## config.mk

```make
export PLATFORM = sky130hd
export DESIGN_NAME = mod_n_updown_counter
export DESIGN_NICKNAME = d
export VERILOG_FILES = /design/src/rtl/mod_n_updown_counter.sv
export SDC_FILE = /design/constraint.sdc
export NUM_CORES = 1
export LEC_CHECK = 0
export ABC_CLOCK_PERIOD_IN_PS = 4400
export BUFFER_PORTS_ARGS = -buffer_cell sky130_fd_sc_hd__buf_2
export CAP_MARGIN = 20
export CORE_AREA = 2 2 39 41
export CTS_CLUSTER_DIAMETER = 30
export CTS_CLUSTER_SIZE = 40
export DETAILED_ROUTE_END_ITERATION = 7
export DIE_AREA = 0 0 41 43
export PLACE_DENSITY_LB_ADDON = 0.05
export SLEW_MARGIN = 20
export SYNTH_ARGS = -nofsm -noshare
export SYNTH_HDL_FRONTEND = slang
export SYNTH_SLANG_ARGS = --single-unit
```

## constraint.sdc

```tcl
create_clock -name clk -period 4.4 [get_ports clk]
set_input_delay 0.88 -clock clk [delete_from_list [all_inputs] [get_ports clk]]
set_output_delay 0.88 -clock clk [all_outputs]
set_load 0.02 [all_outputs]
```

## src/rtl/mod_n_updown_counter.sv

```systemverilog
// mod_n_updown_counter: parametrised modulo-N up/down counter with load,
// side-by-side Mealy/Moore terminal count, registered wrap and load-error flags.
`default_nettype none

module mod_n_updown_counter #(
  parameter int WIDTH   = 3,
  parameter int MODULUS = 5
) (
  input  logic             clk,
  input  logic             reset,
  input  logic             en,
  input  logic             up,
  input  logic             load,
  input  logic [WIDTH-1:0] load_val,
  output logic [WIDTH-1:0] count,
  output logic [WIDTH-1:0] next_count,
  output logic             tc_moore,
  output logic             tc_mealy,
  output logic             wrap,
  output logic             load_err
);

  // One extra bit so MODULUS == 2^WIDTH is representable in range compares.
  localparam logic [WIDTH:0]   MOD_EXT = (WIDTH+1)'(MODULUS);
  localparam logic [WIDTH-1:0] LAST    = WIDTH'(MODULUS - 1);
  localparam logic [WIDTH-1:0] ONE     = WIDTH'(1);
  localparam logic [WIDTH-1:0] ZERO    = '0;

  logic [WIDTH-1:0] count_q, count_d;
  logic             wrap_q, wrap_d;
  logic             load_err_q, load_err_d;

  logic legal;
  logic load_ok;
  logic at_last;
  logic at_zero;
  logic mealy;

  always_comb begin
    legal   = ({1'b0, count_q} < MOD_EXT);
    load_ok = ({1'b0, load_val} < MOD_EXT);
    at_last = (count_q == LAST);
    at_zero = (count_q == ZERO);

    count_d = count_q;
    if (!legal) begin
      count_d = ZERO;
    end else if (load) begin
      count_d = load_ok ? load_val : ZERO;
    end else if (en) begin
      if (up) begin
        count_d = at_last ? ZERO : (count_q + ONE);
      end else begin
        count_d = at_zero ? LAST : (count_q - ONE);
      end
    end

    mealy      = en & ~load & legal & ((up & at_last) | (~up & at_zero));
    wrap_d     = mealy;
    load_err_d = load & ~load_ok;
  end

  always_ff @(posedge clk or posedge reset) begin
    if (reset) begin
      count_q    <= ZERO;
      wrap_q     <= 1'b0;
      load_err_q <= 1'b0;
    end else begin
      count_q    <= count_d;
      wrap_q     <= wrap_d;
      load_err_q <= load_err_d;
    end
  end

  assign count      = count_q;
  assign next_count = count_d;
  // at_last alone is never true in an illegal state, so no legal gating needed.
  assign tc_moore   = at_last;
  assign tc_mealy   = mealy;
  assign wrap       = wrap_q;
  assign load_err   = load_err_q;

endmodule

`default_nettype wire

```

Word-level counts from Yosys, hierarchy flattened
Cells that the tools add are included.
Widths: inputs -> output; s select.
{ "totals": {"regBits": 5, "latch_bits": 0, "ramBits": 0, "mem_bits_ro": 0, "input_bits": 8, "output_inout_bits": 10, "wordCells": 26, "n_memories": 0} }
{ "classes": {"n_addsub": 2, "n_mul": 0, "div": 0, "magnitude_cmp": 2, "eq_ne": 1, "n_shift": 0, "mux": 7, "bitwise": 10, "reduce_logical": 1} }
{ "op_table": {"columns": ["operator", "n"], "rows": [
  ["$mux 3", 7],
  ["$and 1x1->1", 6],
  ["$lt 3x3->1 const B", 2],
  ["$add 3x1->3 const B", 1],
  ["$eq 3x3->1 const B", 1],
  ["$logic_not 3->1", 1],
  ["$not 1->1", 3],
  ["$sub 3x1->3 const B", 1],
  ["$or 1x1->1", 1]
]} }

Depth between registers and ports, before layout
{ "depth": {"depth_word": 6, "depth_mapped": 5, "mapped_depth_nobuf": 5} }

Least setup slack after synthesis
Ideal clock, no wire load.
{ "synth_timing": {"kind": "input to output", "startpoint": "in up", "endpoint": "out next_count[1]", "t_arrival_ps": 1870, "t_required_ps": 3520, "setup_slack_ps": 1650, "path_stages": 3, "cell_sequence": "xor2_1 -> o2111ai_1 -> a221oi_1"} }
{ "synth_via": {"elab_chain_cells": 4} }
{ "synth_lines": {"columns": ["element", "line", "text"], "rows": [
  ["start: declaration", "12", "input logic up,"],
  ["$mux 3", "51", "if (up) begin"],
  ["$mux 3", "50", "end else if (en) begin"],
  ["$mux 3", "48", "end else if (load) begin"],
  ["$mux 3", "46", "if (!legal) begin"],
  ["end: declaration", "16", "output logic [WIDTH-1:0] next_count,"]
]} }
No other way between the ends.

Worst setup path after layout
Ends and elaborated chain as after synthesis.

==> results.txt <==
----------------------------------------------------
[Outcome]
  Outcome ... finished clean

[Floorplan]
  Top-level port count ... 18
  Standard-cell row count ... 14
  Core area ... approximately 1400 um^2
  Die extent in x ... 41 um
  Die outline area ... 1760 um^2
  Initial Utilization ... ~27%
  Die Span Y ... 43 um

[Routing]
  Final routed DRC violation total ... 0
  Number of vias in the routed layout ... between 300 and 400
  Number of antenna-violating nets in the routed design ... 0
  Number of violations reported at the end of detailed-routing iteration 0 ... 7
  Final routed wirelength across all metal layers ... between 900 and 1000 um
  Post-DR wirelength/cell ... about 13 um
  Via density ... slightly above 5
  Initial DRT Pass Iterations ... 4

[Power and ir drop]
  Switching power of the nets ... roughly 0.000069 W
  Clock share of power ... 29.3%
  Final total power ... approximately 0.00018 W
  Switch share ... about two fifths
  Maximum resistive drop on vdd ... 0.000133 V
  Share of total power in sequential cells ... 33.3%
  Cell-internal power ... between 0.0001 and 0.00015 W
  Combinational fraction of design power ... between 30 and 40%
  Power per standard cell area ... 360 nW/um^2
  Leakage component of the power ... around 0.26 nW

[Critical path]
  Launching element type of the critical path ... input port
  Critical path origin ... up
  End point of the critical path ... next_count[1]
  Crit Path Max Fanout ... 6
  Critical Path Sink Type ... output port
  R2r setup slk ... 2680 ps
  Arrival @ worst endpoint ... 2030 ps
  Reg2Reg Capture Point ... count[2]
  Required time of the critical path ... about 3500 ps
  Type of the worst setup path ... in -> out
  RR Startpoint ... count[0]
  Worst-case reg-to-reg path depth ... 5

[Timing]
  Max-slew violations ... 0
  Maximum achievable frequency ... roughly 340 MHz
  Final number of setup-violating endpoints ... 0
  Skew final ... between 2 and 2.5 ps
  Final cycle utilization of the critical path ... approximately two thirds
  Final TNS setup ... 0 ps
  Setup repair after global routing missed its margin ... no
  Relative slew slack ... between 70 and 80%
  Final Hold Vio Count ... 0
  Worst slew pin tran ... 354 ps
  Time the final worst path needs with I/O delays and setup ... 2910 ps

[Cells and area]
  Register cell area after layout ... approximately 130 um^2
  Antenna Diode Count ... 0
  Post-synthesis to final-layout area growth ... 32.0%
  Share of cells above drive strength 1 ... roughly two fifths
  Multi-input gate area in the final layout ... roughly 220 um^2
  Final design utilization ... 36.2%
  Count of filler cells inserted in the layout ... 154
  Net count reported at finish ... a little over 70

[Synth]
  Register bit total from synthesis ... 5
  Number of distinct library cells after synthesis ... 24
  Async set-or-reset flop fraction in the synthesized netlist ... 100%
  Yosys warns ... 0
  Post-synth EDFFs ... 0
  Count of mapped cells out of synthesis ... 39
  Cells taking the most area after synthesis ... sky130_fd_sc_hd__dfrtp_1 33%, sky130_fd_sc_hd__ha_1 9.9%, sky130_fd_sc_hd__inv_1 5.0%, sky130_fd_sc_hd__nand2b_1 5.0%, sky130_fd_sc_hd__a221oi_1 4.6%
  Top_reg_cell synth ... sky130_fd_sc_hd__dfrtp_1
  Synth Cell Area ... around 380 um^2
  Library cell occupying the most area in the post-synthesis netlist ... sky130_fd_sc_hd__dfrtp_1
  Commonest cells in the netlist ... 5 x sky130_fd_sc_hd__dfrtp_1, 5 x sky130_fd_sc_hd__inv_1, 3 x sky130_fd_sc_hd__ha_1, 3 x sky130_fd_sc_hd__nand2b_1
  Net count of the mapped netlist ... 50
  Proportion of synthesized chip area in sequential cells ... between 30 and 40%
  Share of the synthesized area in the top cell type ... around a third
  Average footprint of a synthesized cell ... 9.72 um^2

[CTS]
  Clock Tree Buf Depth ... 2
  Total number of clock tree sinks ... 5
  Post-CTS Setup Repair Bufs ... 0
  Depth of the CTS H-tree ... 1
  # hold bufs at CTS ... 0
  Clock-pin slew on the worst setup and hold paths ... ~50 ps
  Post-CTS Resized ... 0
  Master cell of the clock root buffer ... sky130_fd_sc_hd__clkbuf_4
  TritonCTS clock tree ... yes
  Insertion delay to the later sink of the worst-skew pair ... 240 ps
  Total clock buffers created by CTS ... 3

[Global route]
  Number of antenna violations at the first check in global routing ... 0
  Total GRT Usage ... approximately an eighth
  Wire length of the first global-routing pass ... between 1500 and 2000 um
  Aggregate global routing overflow ... 0
  Maximum number of pins on one net before global-route repair ... 10
  Vias in the first global route ... 365

[Placed design]
  Global placer's final weighted congestion ... 0.801
  Count of buffers from port buffering ... 17
  Placed wire-length estimate ... approximately 780 um

[Job]
  Max-cap violations ... 0

[Hold path]
  Path class of the lowest-slack min-delay path ... in -> async

----------------------------------------------------
-- final cells by class --
type	count	area share [%]
multi-input combinational	28	44.8
sequential	5	25.0
timing repair buffer	17	17.0
clock buffer	3	4.50
tap	16	4.00
inverter	5	3.75
clock inverter	1	1.00
-- per-stage QoR --
step           std cells  hold WS [ps]  worst slack, ps  cell area [um^2]
6_report              75           516             1490               500
5_1_grt               75           519             1370               500
3_3_place_gp          71           729             1550               473
3_5_place_dp          71           751             1520               473
2_1_floorplan         39           659             1650               379
4_1_cts               75           516             1500               500
-- how the worst min path moves through the flow --
stage          endpoint  cells after the start  slack (ps)      from
2_1_floorplan  count[0]                      1         660     reset
3_3_place_gp   count[0]                      2         730  count[0]
3_5_place_dp   count[0]                      2         750  count[0]
4_1_cts        count[0]                      2         520     reset
5_1_grt        count[0]                      2         520     reset
6_report       count[0]                      2         520     reset
-- per-layer routing --
| layer | part of all wire (%) | vias up | global-route usage [%] | routed length (um) |
|---|---|---|---|---|
| li1 | - | 187 | - | - |
| met1 | 44 | 188 | 15.9 | 423 |
| met2 | 50 | 11 | 20.0 | 477 |
| met3 | 6.2 | 0 | 5.24 | 60 |
| met4 | 0 | 0 | 3.33 | 0 |
| met5 | 0 | - | 0 | 0 |
-- placed cells by master (no fill, tap or decap) --
cell,n
sky130_fd_sc_hd__inv_1,5
sky130_fd_sc_hd__and4bb_2,1
sky130_fd_sc_hd__nand4b_1,1
sky130_fd_sc_hd__clkbuf_4,3
sky130_fd_sc_hd__o2111ai_1,1
sky130_fd_sc_hd__dfrtp_1,5
sky130_fd_sc_hd__ha_1,3
sky130_fd_sc_hd__a21oi_1,2
sky130_fd_sc_hd__a221oi_1,2
sky130_fd_sc_hd__xor2_1,1
sky130_fd_sc_hd__or3_1,1
sky130_fd_sc_hd__o211ai_1,2
sky130_fd_sc_hd__o21ai_0,1
sky130_fd_sc_hd__a211oi_1,1
sky130_fd_sc_hd__or4_1,1
sky130_fd_sc_hd__buf_2,17
sky130_fd_sc_hd__a31oi_1,1
sky130_fd_sc_hd__o21a_1,1
sky130_fd_sc_hd__clkinv_2,1
sky130_fd_sc_hd__nor3b_1,1
sky130_fd_sc_hd__nor2b_1,1
sky130_fd_sc_hd__nor3_1,1
sky130_fd_sc_hd__and2_2,1
sky130_fd_sc_hd__nand2b_1,3
sky130_fd_sc_hd__o211a_1,1
sky130_fd_sc_hd__o21ba_2,1
-- worst max-delay path: stages --
cell and delay (ps):
sky130_fd_sc_hd__buf_2 130, sky130_fd_sc_hd__xor2_1 270, sky130_fd_sc_hd__o2111ai_1 140, sky130_fd_sc_hd__a221oi_1 380, sky130_fd_sc_hd__buf_2 240
-- state kept, by name (all words and copies together) (netlist names) --
signal    cells
count         3
load_err      1
wrap          1
-- cells by family (layout without fill, tap and decap cells) --
logic type                 after synthesis  count (layout)  share of synthesized area, %
adders and majority gates                3               3                          9.90
xor gates and xnor gates                 1               1                          2.31
buffers and inverters                    6              26                          7.92
DFF                                      5               5                          33.0
and+or+nand+nor                         11              11                          21.1
AOI/OAI and AO/OA                       13              13                          25.7
-- power by group through the flow --
stage                     Sequential, W  Clock (W)  Combinational (W)
after floorplan               0.0000634          0          0.0000427
after global placement        0.0000601          0          0.0000663
after detailed placement      0.0000608          0          0.0000680
after CTS                     0.0000601  0.0000554          0.0000682
after global routing          0.0000610  0.0000595          0.0000764
final                         0.0000599  0.0000527          0.0000673
No activity file was read; power rests on OpenSTA's default activity.
